<file path="src/rtl/timer_arbiter.sv">
// timer_arbiter: round-robin sharing of one one-shot timer window between NREQ requesters.
// Optional macro TIMER_ARBITER_RETRIG_EN adds per-requester window restart via RETRIG.
`default_nettype none

module timer_arbiter #(
    parameter int NREQ = 4,
    parameter int CW   = 8,
    parameter int GAP  = 2
) (
    input  logic                 CLK,
    input  logic                 R,
    input  logic [NREQ-1:0]      REQ,
    input  logic [NREQ*CW-1:0]   LEN,
    input  logic                 ABORT,
    input  logic [NREQ-1:0]      RETRIG,
    output logic [NREQ-1:0]      GNT,
    output logic                 OUT,
    output logic [NREQ-1:0]      DONE,
    output logic                 ABORTED,
    output logic                 BUSY
);

    localparam int             IW       = (NREQ > 1) ? $clog2(NREQ) : 1;
    localparam logic [IW-1:0]  PTR_RST  = IW'(NREQ - 1);
    localparam logic [CW-1:0]  GAP_LOAD = (GAP > 0) ? CW'(GAP - 1) : '0;

    typedef enum logic [1:0] {
        S_IDLE = 2'd0,
        S_RUN  = 2'd1,
        S_GAP  = 2'd2
    } state_t;

    state_t          state_q, state_d;
    logic [CW-1:0]   cnt_q, cnt_d;
    logic [IW-1:0]   ptr_q, ptr_d;
    logic [NREQ-1:0] gnt_q, gnt_d;
    logic            out_q, out_d;
    logic [NREQ-1:0] done_q, done_d;
    logic            aborted_q, aborted_d;
    logic            busy_q, busy_d;

    logic            found;
    logic [IW-1:0]   sel;
    logic [CW-1:0]   len_sel;
    logic            finish;
    int              idx;

    // Rotating priority search starting just after the last granted index
    always_comb begin
        found = 1'b0;
        sel   = '0;
        idx   = 0;
        for (int k = 1; k <= NREQ; k++) begin
            idx = (int'(ptr_q) + k) % NREQ;
            if (!found && REQ[idx[IW-1:0]]) begin
                found = 1'b1;
                sel   = idx[IW-1:0];
            end
        end
    end

    assign len_sel = LEN[sel*CW +: CW];

`ifdef TIMER_ARBITER_RETRIG_EN
    logic [CW-1:0] len_cur;
    logic          retrig_hit;
    assign len_cur    = LEN[ptr_q*CW +: CW];
    assign retrig_hit = |(RETRIG & gnt_q);
`else
    logic unused_retrig;
    assign unused_retrig = ^RETRIG;
`endif

    always_comb begin
        state_d   = state_q;
        cnt_d     = cnt_q;
        ptr_d     = ptr_q;
        gnt_d     = gnt_q;
        out_d     = out_q;
        done_d    = '0;
        aborted_d = 1'b0;
        finish    = 1'b0;

        case (state_q)
            S_IDLE: begin
                if (found) begin
                    state_d    = S_RUN;
                    gnt_d      = '0;
                    gnt_d[sel] = 1'b1;
                    out_d      = 1'b1;
                    cnt_d      = len_sel - CW'(1);
                    ptr_d      = sel;
                end
            end
            S_RUN: begin
                if (ABORT) begin
                    finish    = 1'b1;
                    aborted_d = 1'b1;
                end
`ifdef TIMER_ARBITER_RETRIG_EN
                else if (retrig_hit) begin
                    cnt_d = len_cur - CW'(1);
                end
`endif
                else if (cnt_q == '0) begin
                    finish = 1'b1;
                end else begin
                    cnt_d = cnt_q - CW'(1);
                end
            end
            S_GAP: begin
                // The DONE cycle already counts as the first gap cycle
                if (cnt_q == '0) begin
                    state_d = S_IDLE;
                end else begin
                    cnt_d = cnt_q - CW'(1);
                end
            end
            default: begin
                state_d = S_IDLE;
                cnt_d   = '0;
                gnt_d   = '0;
                out_d   = 1'b0;
            end
        endcase

        if (finish) begin
            gnt_d  = '0;
            out_d  = 1'b0;
            done_d = gnt_q;
            if (GAP > 0) begin
                state_d = S_GAP;
                cnt_d   = GAP_LOAD;
            end else begin
                state_d = S_IDLE;
                cnt_d   = '0;
            end
        end

        busy_d = (state_d != S_IDLE);
    end

    always_ff @(posedge CLK or negedge R) begin
        if (!R) begin
            state_q   <= S_IDLE;
            cnt_q     <= '0;
            ptr_q     <= PTR_RST;
            gnt_q     <= '0;
            out_q     <= 1'b0;
            done_q    <= '0;
            aborted_q <= 1'b0;
            busy_q    <= 1'b0;
        end else begin
            state_q   <= state_d;
            cnt_q     <= cnt_d;
            ptr_q     <= ptr_d;
            gnt_q     <= gnt_d;
            out_q     <= out_d;
            done_q    <= done_d;
            aborted_q <= aborted_d;
            busy_q    <= busy_d;
        end
    end

    assign GNT     = gnt_q;
    assign OUT     = out_q;
    assign DONE    = done_q;
    assign ABORTED = aborted_q;
    assign BUSY    = busy_q;

endmodule

`default_nettype wire
</file>
<file path="config.mk">
export PLATFORM = sky130hd
export DESIGN_NAME = timer_arbiter
export DESIGN_NICKNAME = d
export VERILOG_FILES = /design/src/rtl/timer_arbiter.sv
export SDC_FILE = /design/constraint.sdc
export NUM_CORES = 1
export LEC_CHECK = 0
export CAP_MARGIN = 20
export CELL_PAD_IN_SITES_DETAIL_PLACEMENT = 1
export CELL_PAD_IN_SITES_GLOBAL_PLACEMENT = 1
export CORE_AREA = 2 2 62 64
export DETAILED_ROUTE_END_ITERATION = 10
export DIE_AREA = 0 0 64 66
export DONT_BUFFER_PORTS = 1
export PLACE_DENSITY = 0.79
export RECOVER_POWER = 50
export SLEW_MARGIN = 20
export SYNTH_ARGS = -nofsm -noshare
export SYNTH_HDL_FRONTEND = slang
export SYNTH_SLANG_ARGS = --single-unit
export TNS_END_PERCENT = 1
</file>
<file path="constraint.sdc">
create_clock -name CLK -period 5.1 [get_ports CLK]
set_clock_uncertainty 0.15 [all_clocks]
set_input_delay 1.02 -clock CLK [delete_from_list [all_inputs] [get_ports CLK]]
set_output_delay 1.02 -clock CLK [all_outputs]
set_load 0.02 [all_outputs]
</file>
==> results of run 1 <==
[per-layer routing]
layer	track usage	wire (um)
met3	0.0409	154
met4	0.0679	79
met5	0	0
met1	0.250	1750
met2	0.387	2180
[registers in the layout, indices dropped and copies added (netlist names)]
name     flops
state_q      2
GNT          4
BUSY         1
cnt_q        8
ptr_q        2
DONE         4
OUT          1
ABORTED      1
[layout make-up]
cell class,instances,share of cell area
flip-flops and latches,23,0.333
clock inverters,1,0.00289
multi-input cells,151,0.590
clock buffers,3,0.0130
inverters,10,0.0216
well taps,48,0.0346
repair buffers,1,0.00433
[cell families after synthesis]
| logic type | Yosys count | synth area share |
|---|---|---|
| AND/OR/NAND/NOR | 76 | 0.237 |
| AO/OA/AOI/OAI | 57 | 0.255 |
| flip-flops | 23 | 0.341 |
| buffers and inverters | 20 | 0.0539 |
| XOR/XNOR | 6 | 0.0310 |
| multiplexers | 6 | 0.0377 |
| adder cells (fa/ha/maj) | 6 | 0.0443 |
[where the power goes]
group | leakage, nW | total [mW] | switching, mW | internal [mW]
Clock | 0.0177 | 0.0845 | 0.0552 | 0.0293
Combinational | 0.439 | 0.799 | 0.472 | 0.327
Sequential | 0.291 | 0.374 | 0.102 | 0.272
[worst paths after layout]
check / from / to / slack, ns
setup / recovery: REQ[3] / cnt_q[6] / 1.80
hold / removal: R / DONE[3] / 0.23
setup reg to reg: ptr_q[0] / cnt_q[6] / 1.91
hold reg to reg: cnt_q[7] / cnt_q[7] / 0.38
max in group asynchronous: R / ptr_q[1] / 4.40
min in group CLK: cnt_q[7] / cnt_q[7] / 0.38
[cell usage in the layout (no fill, tap or decap), types with 2 or more instances in the layout]
master,instances
sky130_fd_sc_hd__o31a_1,4
sky130_fd_sc_hd__clkbuf_4,3
sky130_fd_sc_hd__nand2b_1,5
sky130_fd_sc_hd__xor2_1,5
sky130_fd_sc_hd__dfstp_2,2
sky130_fd_sc_hd__a21o_1,2
sky130_fd_sc_hd__nand3_1,3
sky130_fd_sc_hd__nor2_1,12
sky130_fd_sc_hd__dfrtp_1,21
sky130_fd_sc_hd__and4_1,3
sky130_fd_sc_hd__ha_1,6
sky130_fd_sc_hd__nor3_1,6
sky130_fd_sc_hd__a22oi_1,2
sky130_fd_sc_hd__and2_1,4
sky130_fd_sc_hd__a22o_1,3
sky130_fd_sc_hd__a21oi_1,5
sky130_fd_sc_hd__o21ai_0,8
sky130_fd_sc_hd__mux2i_1,3
sky130_fd_sc_hd__nand2_1,20
sky130_fd_sc_hd__nor2b_1,6
sky130_fd_sc_hd__a211o_1,7
sky130_fd_sc_hd__nand4_1,7
sky130_fd_sc_hd__o21ai_1,7
sky130_fd_sc_hd__inv_1,10
sky130_fd_sc_hd__o31ai_1,5
sky130_fd_sc_hd__mux2_2,3
sky130_fd_sc_hd__or4_1,2
sky130_fd_sc_hd__a32oi_1,5
[worst register-to-register path: stages (launching register included)]
cell and delay, ns:
sky130_fd_sc_hd__dfstp_2 0.64, sky130_fd_sc_hd__nor2b_1 0.10, sky130_fd_sc_hd__o21ai_1 0.55, sky130_fd_sc_hd__nand3_1 0.46, sky130_fd_sc_hd__a211o_1 0.46, sky130_fd_sc_hd__a22oi_4 0.22, sky130_fd_sc_hd__nand4_1 0.14, sky130_fd_sc_hd__xor2_1 0.18
sky130_fd_sc_hd__a22o_1 0.20
[through the flow]
| stage | cell area [um^2] | utilization |
|---|---|---|
| 3_5_place_dp | 1710 | 0.481 |
| 4_1_cts | 1730 | 0.488 |
| 5_1_grt | 1730 | 0.488 |
| 6_report | 1730 | 0.488 |
| 2_1_floorplan | 1690 | - |
| 3_3_place_gp | 1710 | 0.481 |
==> results by group, run 1 <==
Status
  – Outcome: complete, no violations

CTS
  – Clock tree from TritonCTS: built
  – Setup bufs post-CTS: 0
  – Clock buffer count from CTS: 3
  – Clock transition at the register clock pins on the worst setup and hold paths after CTS: around 0.13 ns
  – H-tree depth reported by CTS: 1
  – Sink Count: 23
  – Hold Buf Count CTS: 0
  – Clk Latency, worst-skew pair: ~0.31 ns
  – Post-CTS resize count: 0
  – Root buffer cell: sky130_fd_sc_hd__clkbuf_4
  – Number of buffers on the longest clock path: 2

Synthesis
  – Cell with the most instances after synthesis: sky130_fd_sc_hd__dfrtp_1
  – Mapped Avg Cell Area: between 8 and 9 um^2
  – Most frequent cells after synthesis: 21 x sky130_fd_sc_hd__dfrtp_1, 20 x sky130_fd_sc_hd__nand2_1, 12 x sky130_fd_sc_hd__nor2_1
  – Number of storage elements in the synthesis netlist: 23
  – Netlist area before placement: around 1700 um^2
  – Dominant cell type by area after synthesis: sky130_fd_sc_hd__dfrtp_1
  – Sequential-to-total area share from yosys stat: 0.341
  – Share of the synthesized area in the top cell type: 0.310
  – Post-Synthesis Cells: 194
  – Total of warnings raised by yosys: 0
  – Top_reg_cell synth: sky130_fd_sc_hd__dfrtp_1
  – Synthesized netlist net count: between 200 and 250
  – Top area cells in the synthesized netlist: sky130_fd_sc_hd__dfrtp_1 31%, sky130_fd_sc_hd__ha_1 4.4%, sky130_fd_sc_hd__nand2_1 4.4%, sky130_fd_sc_hd__a211o_1 3.6%, sky130_fd_sc_hd__dfstp_2 3.1%
  – Unique cell type count in the Yosys netlist: 48
  – Share of synthesized flip-flops with an asynchronous set or reset: 1.00
  – Count of flip-flops with a built-in enable after synthesis: 0

Timing
  – Final-layout worst hold slack: 0.227 ns
  – Number of pins with negative max-slew slack in the final report: 0
  – Setup TNS after final layout: 0 ns
  – Max Freq: 303 MHz
  – Period Utilization, post-route: 0.646
  – Least-Margin Pin Slew: between 0.8 and 0.9 ns
  – Unrepaired setup endpoints after global routing: false
  – Final critical path time including I/O delays and setup: approximately 3.3 ns
  – Rel. slew slack: 0.400
  – Number of endpoints with negative hold slack in the final report: 0
  – Total setup violations reported at the end of the flow: 0
  – Min setup slack post-route: between 1.5 and 2 ns

Run
  – Number of max-cap violations: 0

Global routing
  – Initial antenna violation count: 0
  – Wire length of the first global-routing pass: around 7000 um
  – Gr ovfl total: 0
  – Via count of the first global-routing pass: 1508
  – Overall fraction of global-route tracks in use: 0.212
  – Pin count of the biggest net entering global routing: 24

Critical path
  – Slowest CP cell: sky130_fd_sc_hd__o21ai_1
  – Largest delay contributor family on the critical path: compound AO/OA/AOI/OAI gates
  – Critical Path Start Type: primary input
  – Critical path class: primary input to register
  – CP Capture Type: register
  – CP max FO: 10
  – Data arrival, critical path: 3.36 ns
  – Worst-case reg-to-reg path depth: 8
  – Required time reported for the critical path endpoint: about 5.2 ns
  – Highest cell delay on the worst timing path: about 0.55 ns
  – Buffering stage count on the worst path with inverters included: 0
  – Cell breakdown of the critical path: nor2b_1 -> o21ai_1 -> nand3_1 -> a211o_1 -> a22oi_4 -> nand4_1 -> xor2_1 -> a22o_1
  – Path length in cells of the critical path: 8

Layout
  – Final cell count without fillers: between 200 and 250
  – Fraction of layout instances using a drive strength above 1: 0.0794
  – Area taken by flip-flops and latches: between 500 and 600 um^2
  – Antenna Diode Count: 0
  – Number of fill cells: ~420
  – Final-stage net count: between 200 and 250
  – Area occupied by multi-input gates: roughly 1000 um^2
  – Layout Area Growth over Synthesis: 2.44%

Die
  – Starting utilization of the core area: 0.477
  – Chip Height: ~66 um
  – Standard cell core area: about 3600 um^2
  – Horizontal die dimension: 64 um
  – Rows: 22
  – Number of I/O pins: 54
  – Die footprint: roughly 4200 um^2

Place
  – Number of placed instances, taps included: ~230
  – Total half-perimeter wirelength after legalization and detailed placement: approximately 3400 um
  – Placement-stage worst setup slack: between 1 and 1.5 ns
  – GP Congestion: 0.875
  – Count of input and output buffers: 0

Pwr
  – Cell area power density: 725 nW/um^2
  – Peak supply drop: roughly 0.29 mV
  – Final Power: 1.26 mW
  – Static Leakage: 0.748 nW

Route
  – Via Count: around 1.5k
  – Total length of routed wires: ~4200 um
  – Routed wirelength normalized by instance count: roughly 18 um
  – Total DRC errors in the routed layout: 0
  – Iter 0 DRT Violations: 42
  – Via density per instance: slightly above 6
  – Detailed Routing Iterations Pass 1: 4
  – Remaining antenna violation count: 0

Hold path
  – Type of the most critical hold path: primary input to async pin
Note: power is estimated with default switching activity, not from simulation.
==> run 2, diff against run 1 <==
--- a/config.mk
+++ b/config.mk
@@ -8,11 +8,11 @@
 export CAP_MARGIN = 20
 export CELL_PAD_IN_SITES_DETAIL_PLACEMENT = 1
 export CELL_PAD_IN_SITES_GLOBAL_PLACEMENT = 1
-export CORE_AREA = 2 2 62 64
+export CORE_AREA = 2 2 68 70
 export DETAILED_ROUTE_END_ITERATION = 10
-export DIE_AREA = 0 0 64 66
+export DIE_AREA = 0 0 70 72
 export DONT_BUFFER_PORTS = 1
-export PLACE_DENSITY = 0.79
+export PLACE_DENSITY = 0.7
 export RECOVER_POWER = 50
 export SLEW_MARGIN = 20
 export SYNTH_ARGS = -nofsm -noshare
==> constraint.sdc (replaced) <==
create_clock -name CLK -period 2.9 [get_ports CLK]
set_clock_uncertainty 0.15 [all_clocks]
set_input_delay 0.58 -clock CLK [delete_from_list [all_inputs] [get_ports CLK]]
set_output_delay 0.58 -clock CLK [all_outputs]
set_load 0.02 [all_outputs]
==> run 2 against run 1 <==
Worst hold slack got worse by 0.014 ns. Via count rose by 4.6%. Combinational power rose by 99%. Total power rose by 94%. Final area rose by 7.8%. Critical path type is now register to register. Critical endpoint unchanged.
==> results by group, run 2 (synthesized netlist as in run 1, its figures left out) <==
Critical path
  – CP Capture Type: register
  – Highest cell delay on the worst timing path: 0.58 ns (+0.03 ns)
  – Cell breakdown of the critical path: inv_1 -> o311a_2 -> or2_1 -> a211o_1 -> nand3_1 -> ha_1 -> nand4_1 -> xor2_1 -> a22o_1
  – Data arrival, critical path: 2.76 ns (-0.60 ns)
  – CP max FO: 6 (-4)
  – Largest delay contributor family on the critical path: compound AO/OA/AOI/OAI gates
  – Buffering stage count on the worst path with inverters included: 1 (+1)
  – Critical path class: register to register
  – Required time reported for the critical path endpoint: 2.91 ns (-2.25 ns)
  – Critical Path Start Type: register
  – Slowest CP cell: sky130_fd_sc_hd__dfstp_2

Timing
  – Final-layout worst hold slack: 0.213 ns (-0.0145 ns)
  – Number of endpoints with negative hold slack in the final report: 0 (unchanged)
  – Least-Margin Pin Slew: 1.22 ns (+0.321 ns)
  – Total setup violations reported at the end of the flow: 0 (unchanged)
  – Number of pins with negative max-slew slack in the final report: 0 (unchanged)
  – Rel. slew slack: 0.187 (-0.214)
  – Period Utilization, post-route: 0.948
  – Max Freq: 364 MHz
  – Final critical path time including I/O delays and setup: ~2.8 ns

Pwr
  – Logic gate share of total power: 0.651 (+0.016)
  – Clock Power Share: 0.082 (+0.015)
  – Net switching component of the power: 1.18 mW (+87%)
  – Flop pwr share: 0.267 (-0.031)
  – Cell area power density: 1310 nW/um^2 (+80%)
  – Proportion of total power due to net switching: 0.482 (-0.0179)
  – P_int: 1.26 mW (+100%)
  – Peak supply drop: 0.463 mV (+61%)
  – Static Leakage: 0.814 nW (+9.0%)

Layout
  – Core utilization of the finished layout: 0.438 (-0.0500)
  – Final-stage net count: 251 (+5.0%)
  – Flip-flop count of the largest register after layout: 8 (unchanged)
  – Most used cells in the layout excluding fill and tap cells: 21 x sky130_fd_sc_hd__dfrtp_1, 20 x sky130_fd_sc_hd__nand2_1, 12 x sky130_fd_sc_hd__nor2_1, 12 x sky130_fd_sc_hd__buf_4, 10 x sky130_fd_sc_hd__inv_1
  – Antenna Diode Count: 0 (unchanged)
  – Most common cell after layout, fill and taps aside: sky130_fd_sc_hd__dfrtp_1
  – Fraction of layout instances using a drive strength above 1: 0.149 (+0.0699)
  – Final cell count without fillers: 253 (+6.8%)
  – Layout Area Growth over Synthesis: 10.4%
  – Register with the highest flop count: cnt_q

Status
  – Outcome: complete, no violations

Hold path
  – Type of the most critical hold path: primary input to register

Global routing
  – Gr ovfl total: 0 (unchanged)
  – Via count of the first global-routing pass: 1606 (+6.5%)
  – Pin count of the biggest net entering global routing: 24 (unchanged)
  – Wire length of the first global-routing pass: 7730 um (+10%)
  – Initial antenna violation count: 0 (unchanged)
  – Overall fraction of global-route tracks in use: 0.190 (-0.0227)

Place
  – Number of placed instances, taps included: 245 (+5.2%)
  – GP Congestion: 0.832 (-4.9%)
  – Total half-perimeter wirelength after legalization and detailed placement: 3720 um (+9.8%)
  – Count of input and output buffers: 0 (unchanged)

Route
  – Routed wirelength normalized by instance count: 18.5 um (+5.3%)
  – Total length of routed wires: 4690 um (+12%)
  – Remaining antenna violation count: 0 (unchanged)
  – Total DRC errors in the routed layout: 0 (unchanged)
  – Detailed Routing Iterations Pass 1: 4 (unchanged)
  – Via density per instance: 6.03 (-2.0%)
  – Via Count: 1525 (+4.6%)
  – Iter 0 DRT Violations: 57 (+36%)

Die
  – Chip Height: 72 um (+9.1%)
  – Starting utilization of the core area: 0.397 (-0.0797)
  – Rows: 24 (+9.1%)
  – Standard cell core area: 4260 um^2 (+20%)
  – Die footprint: 5040 um^2 (+19%)
  – Number of I/O pins: 54 (unchanged)
  – Horizontal die dimension: 70 um (+9.4%)

CTS
  – Root buffer cell: sky130_fd_sc_hd__clkbuf_8
  – Sink Count: 23 (unchanged)
  – Clock transition at the register clock pins on the worst setup and hold paths after CTS: 0.08 ns (-0.05 ns)
  – Clock tree from TritonCTS: built
  – H-tree depth reported by CTS: 1 (unchanged)
  – Clk Latency, worst-skew pair: 0.26 ns (-0.05 ns)
  – Number of buffers on the longest clock path: 2 (unchanged)
  – Clock buffer count from CTS: 3 (unchanged)

Run
  – Number of max-cap violations: 0 (unchanged)
[run 2: worst reg2reg max path, delay by kind of cell, from the launching register on]
kind	cells	cell delay [ns]
buffers and inverters	1	0.08
adders and majority gates	1	0.21
DFF	1	0.58
xor gates and xnor gates	1	0.18
and+or+nand+nor	3	0.52
AOI/OAI and AO/OA	3	0.93
[run 2: cell type report]
| cell class | instances | area, um^2 |
|---|---|---|
| clock buffers | 3 | 41.3 |
| clock inverters | 1 | 5.00 |
| fillers | 519 | 2390 |
| inverters | 10 | 37.5 |
| multi-input cells | 151 | 1050 |
| flip-flops and latches | 23 | 578 |
| well taps | 52 | 65.1 |
| repair buffers | 13 | 93.8 |
[run 2: repair_timing]
item | 4_1_cts | 5_1_grt
resized for setup | 1 | 5
buffers inserted | 0 | 3
setup endpoints to repair | 1 | 4
hold buffers | 1 | 0
hold endpoints to repair | 23 | 0
[run 2: path summary, 6_finish.rpt]
path                          start       end  slack (ns)  cells after the start
max reg2reg                ptr_q[1]  cnt_q[6]        0.15                      9
max in group asynchronous         R  cnt_q[0]        1.48                      1
max                        ptr_q[1]  cnt_q[6]        0.15                      9
min                          REQ[2]  ptr_q[0]        0.21                      1
min reg2reg                cnt_q[7]  cnt_q[7]        0.38                      2
min in group asynchronous         R  cnt_q[6]        0.39                      1
[run 2: stage by stage]
| step | instance area, um^2 | power, mW | setup WS (ns) | setup TNS [ns] |
|---|---|---|---|---|
| 6_report | 1870 | 2.44 | 0.150 | 0 |
| 5_1_grt | 1870 | 2.68 | -0.00539 | -0.00539 |
| 4_1_cts | 1830 | 2.40 | 0.0685 | 0 |
| 3_5_place_dp | 1770 | 2.18 | -0.309 | -1.33 |
| 3_3_place_gp | 1770 | 2.11 | -0.199 | -0.655 |
| 2_1_floorplan | 1690 | 1.81 | 0.207 | 0 |
[run 2: metal layers]
layer | GRT usage | routed length [um] | vias to the layer above
met5 | 0 | 0 | -
met4 | 0.0278 | 10 | 0
met3 | 0.0389 | 179 | 4
met2 | 0.347 | 2470 | 46
met1 | 0.237 | 2030 | 741
li1 | - | - | 734
[run 2: power by group through the flow]
stage / clock network [mW] / registers (mW) / logic (mW)
3_5_place_dp: 0 / 0.673 / 1.51
3_3_place_gp: 0 / 0.657 / 1.45
5_1_grt: 0.225 / 0.673 / 1.79
2_1_floorplan: 0 / 0.611 / 1.19
4_1_cts: 0.209 / 0.666 / 1.53
6_report: 0.200 / 0.651 / 1.59
==> run 3, diff against run 2 <==
==> constraint.sdc (replaced) <==
create_clock -name CLK -period 2.9 [get_ports CLK]
set_clock_uncertainty 0.15 [all_clocks]
set_input_delay 0.29 -clock CLK [delete_from_list [all_inputs] [get_ports CLK]]
set_output_delay 0.29 -clock CLK [all_outputs]
set_load 0.02 [all_outputs]
==> run 3 against run 2 <==
Core utilization decreased by 0.21 points. Global-route usage decreased by 0.48 points. Clock-buffer cell count unchanged.
==> results by group, run 3 (synthesized netlist as in run 1, its figures left out) <==
Route
  – Total DRC errors in the routed layout: 0 (unchanged)
  – Routed wirelength normalized by instance count: 17.8 um (-3.9%)
  – Detailed Routing Iterations Pass 1: 4 (unchanged)
  – Via Count: 1527 (+0.13%)
  – Via density per instance: 6.01 (-0.26%)
  – Iter 0 DRT Violations: 32 (-44%)
  – Total length of routed wires: 4520 um (-3.5%)
  – Remaining antenna violation count: 0 (unchanged)

Critical path
  – Data arrival, critical path: 2.74 ns (-0.02 ns)
  – CP max FO: 8 (+2)
  – Required time reported for the critical path endpoint: 2.91 ns (about the same)
  – Worst reg2reg path startpoint: ptr_q[1]
  – Buffering stage count on the worst path with inverters included: 1 (unchanged)
  – Slowest CP cell: sky130_fd_sc_hd__dfstp_2
  – Cell breakdown of the critical path: inv_1 -> o311a_2 -> or2_4 -> a211o_1 -> nand3_1 -> ha_1 -> nand4_1 -> xor2_1 -> a22o_1
  – Largest delay contributor family on the critical path: compound AO/OA/AOI/OAI gates
  – Worst-case reg-to-reg path depth: 9 (unchanged)
  – R2R setup slack: 0.16 ns (about the same)
  – Worst setup path startpoint: ptr_q[1]
  – Critical path class: register to register
  – Endpoint of the lowest-slack register-to-register path: cnt_q[6]
  – Highest cell delay on the worst timing path: 0.60 ns (+0.02 ns)
  – CP Capture Type: register
  – Critical Path Start Type: register
  – Path length in cells of the critical path: 9 (unchanged)

Global routing
  – Met1 track demand over resource in global routing: 0.219 (-0.0176)
  – Peak-usage layer in the global routing report: met2
  – Via count of the first global-routing pass: 1651 (+2.8%)
  – Global routing usage on met3: 0.0444 (+0.00556)
  – Initial antenna violation count: 0 (unchanged)
  – Gr ovfl total: 0 (unchanged)
  – Wire length of the first global-routing pass: 7690 um (-0.54%)
  – Fraction of met2 tracks used by global routing: 0.348 (+0.00106)
  – Overall fraction of global-route tracks in use: 0.185 (-0.00479)
  – Pin count of the biggest net entering global routing: 24 (unchanged)

Die
  – Starting utilization of the core area: 0.397 (unchanged)
  – Horizontal die dimension: 70 um (unchanged)
  – Number of I/O pins: 54 (unchanged)
  – Chip Height: 72 um (unchanged)
  – Die footprint: 5040 um^2 (unchanged)
  – Standard cell core area: 4260 um^2 (unchanged)
  – Rows: 24 (unchanged)

CTS
  – Clock tree from TritonCTS: built
  – Sink Count: 23 (unchanged)
  – Clock buffer count from CTS: 3 (unchanged)
  – Clk Latency, worst-skew pair: 0.26 ns (about the same)
  – Clock transition at the register clock pins on the worst setup and hold paths after CTS: 0.08 ns (about the same)
  – Root buffer cell: sky130_fd_sc_hd__clkbuf_8
  – H-tree depth reported by CTS: 1 (unchanged)
  – Setup bufs post-CTS: 0 (unchanged)
  – Number of buffers on the longest clock path: 2 (unchanged)

Place
  – Total half-perimeter wirelength after legalization and detailed placement: 3640 um (-2.2%)
  – Count of input and output buffers: 0 (unchanged)
  – GP Congestion: 0.845 (+1.6%)
  – Placement-stage worst setup slack: 0.0448 ns (+0.354 ns)
  – Area of placed instances: 1790 um^2 (+0.85%)

Layout
  – Most common cell after layout, fill and taps aside: sky130_fd_sc_hd__dfrtp_1
  – Layout Area Growth over Synthesis: 9.90%
  – Fraction of layout instances using a drive strength above 1: 0.134 (-0.0156)
  – Final-stage net count: 252 (+0.40%)
  – Register with the highest flop count: cnt_q
  – Most used cells in the layout excluding fill and tap cells: 21 x sky130_fd_sc_hd__dfrtp_1, 20 x sky130_fd_sc_hd__nand2_1, 12 x sky130_fd_sc_hd__nor2_1
  – Flip-flop count of the largest register after layout: 8 (unchanged)
  – Design area: 1860 um^2 (-0.47%)
  – Antenna Diode Count: 0 (unchanged)

Run
  – Number of max-cap violations: 0 (unchanged)

Hold path
  – Type of the most critical hold path: primary input to register
  – Hold Crit Endpoint: ABORTED
  – Hold path depth: 1 (unchanged)
  – Min-delay src: ABORT

Timing
  – Period Utilization, post-route: 0.943 (-0.00508)
  – Setup TNS after final layout: 0 ns (unchanged)
  – Max Freq: 366 MHz (+0.54%)
  – Total setup violations reported at the end of the flow: 0 (unchanged)
  – Number of pins with negative max-slew slack in the final report: 0 (unchanged)
  – Final critical path time including I/O delays and setup: 2.74 ns (-0.0147 ns)
  – Least-Margin Pin Slew: 1.28 ns (+0.0631 ns)
  – Unrepaired setup endpoints after global routing: false
  – Number of endpoints with negative hold slack in the final report: 0 (unchanged)
  – Rel. slew slack: 0.144 (-0.0421)
  – Min setup slack post-route: 0.165 ns (+0.0147 ns)

Pwr
  – Final Power: 2.37 mW (-2.7%)
  – Cell area power density: 1280 nW/um^2 (-2.3%)
  – Peak supply drop: 0.471 mV (+1.8%)
  – Static Leakage: 0.818 nW (+0.42%)

Status
  – Outcome: complete, no violations
run 3: cell types whose count changed in the layout (fill, tap and decap cells not counted):
| cell | before | now |
|---|---|---|
| sky130_fd_sc_hd__nor3_4 | 1 | 0 |
| sky130_fd_sc_hd__dlygate4sd3_1 | 0 | 2 |
| sky130_fd_sc_hd__or2_4 | 0 | 1 |
| sky130_fd_sc_hd__or2_1 | 2 | 1 |
| sky130_fd_sc_hd__a32oi_1 | 4 | 5 |
| sky130_fd_sc_hd__nor3_1 | 5 | 6 |
| sky130_fd_sc_hd__o31ai_2 | 1 | 0 |
| sky130_fd_sc_hd__and2_1 | 4 | 5 |
| sky130_fd_sc_hd__and2_0 | 1 | 0 |
| sky130_fd_sc_hd__buf_4 | 12 | 11 |
| sky130_fd_sc_hd__a32oi_2 | 2 | 1 |
| sky130_fd_sc_hd__o31ai_1 | 4 | 5 |
run 3: repair_timing:
action / in CTS / in global routing
setup endpoints to repair: 0 / 4
gates resized for setup: 0 / 3
endpoints found under the hold margin: 24 / 21
hold buffers: 2 / 1
run 3: layer usage:
layer | part of all wire | wire length [um]
met1 | 0.41 | 1860
met2 | 0.55 | 2490
met3 | 0.036 | 163
met4 | 0.0018 | 8
met5 | 0 | 0
run 3: worst max path at each step:
stage	to
after global routing	cnt_q[6]
after floorplan	cnt_q[6]
after detailed placement	cnt_q[6]
final	cnt_q[6]
after CTS	cnt_q[6]
after global placement	cnt_q[6]
run 3: area by class of cell:
class	count	area [um^2]
Fill cell	518	2400
Multi-Input combinational cell	151	1030
Sequential cell	23	578
Timing Repair Buffer	14	106
Tap cell	52	65.1
Clock buffer	3	41.3
Inverter	10	37.5
Clock inverter	1	5.00
run 3: where the power goes:
group / switching [mW] / internal (mW)
registers: 0.178 / 0.480
clock network: 0.0999 / 0.0958
logic: 0.853 / 0.667
run 3: stage by stage:
stage                     std cells  hold slack (ns)   util
after floorplan                 194           -0.156      -
after global placement          247           -0.155  0.419
after detailed placement        247           -0.155  0.419
after CTS                       253          0.00119  0.435
after global routing            254          0.00966  0.436
final                           254          0.00749  0.436
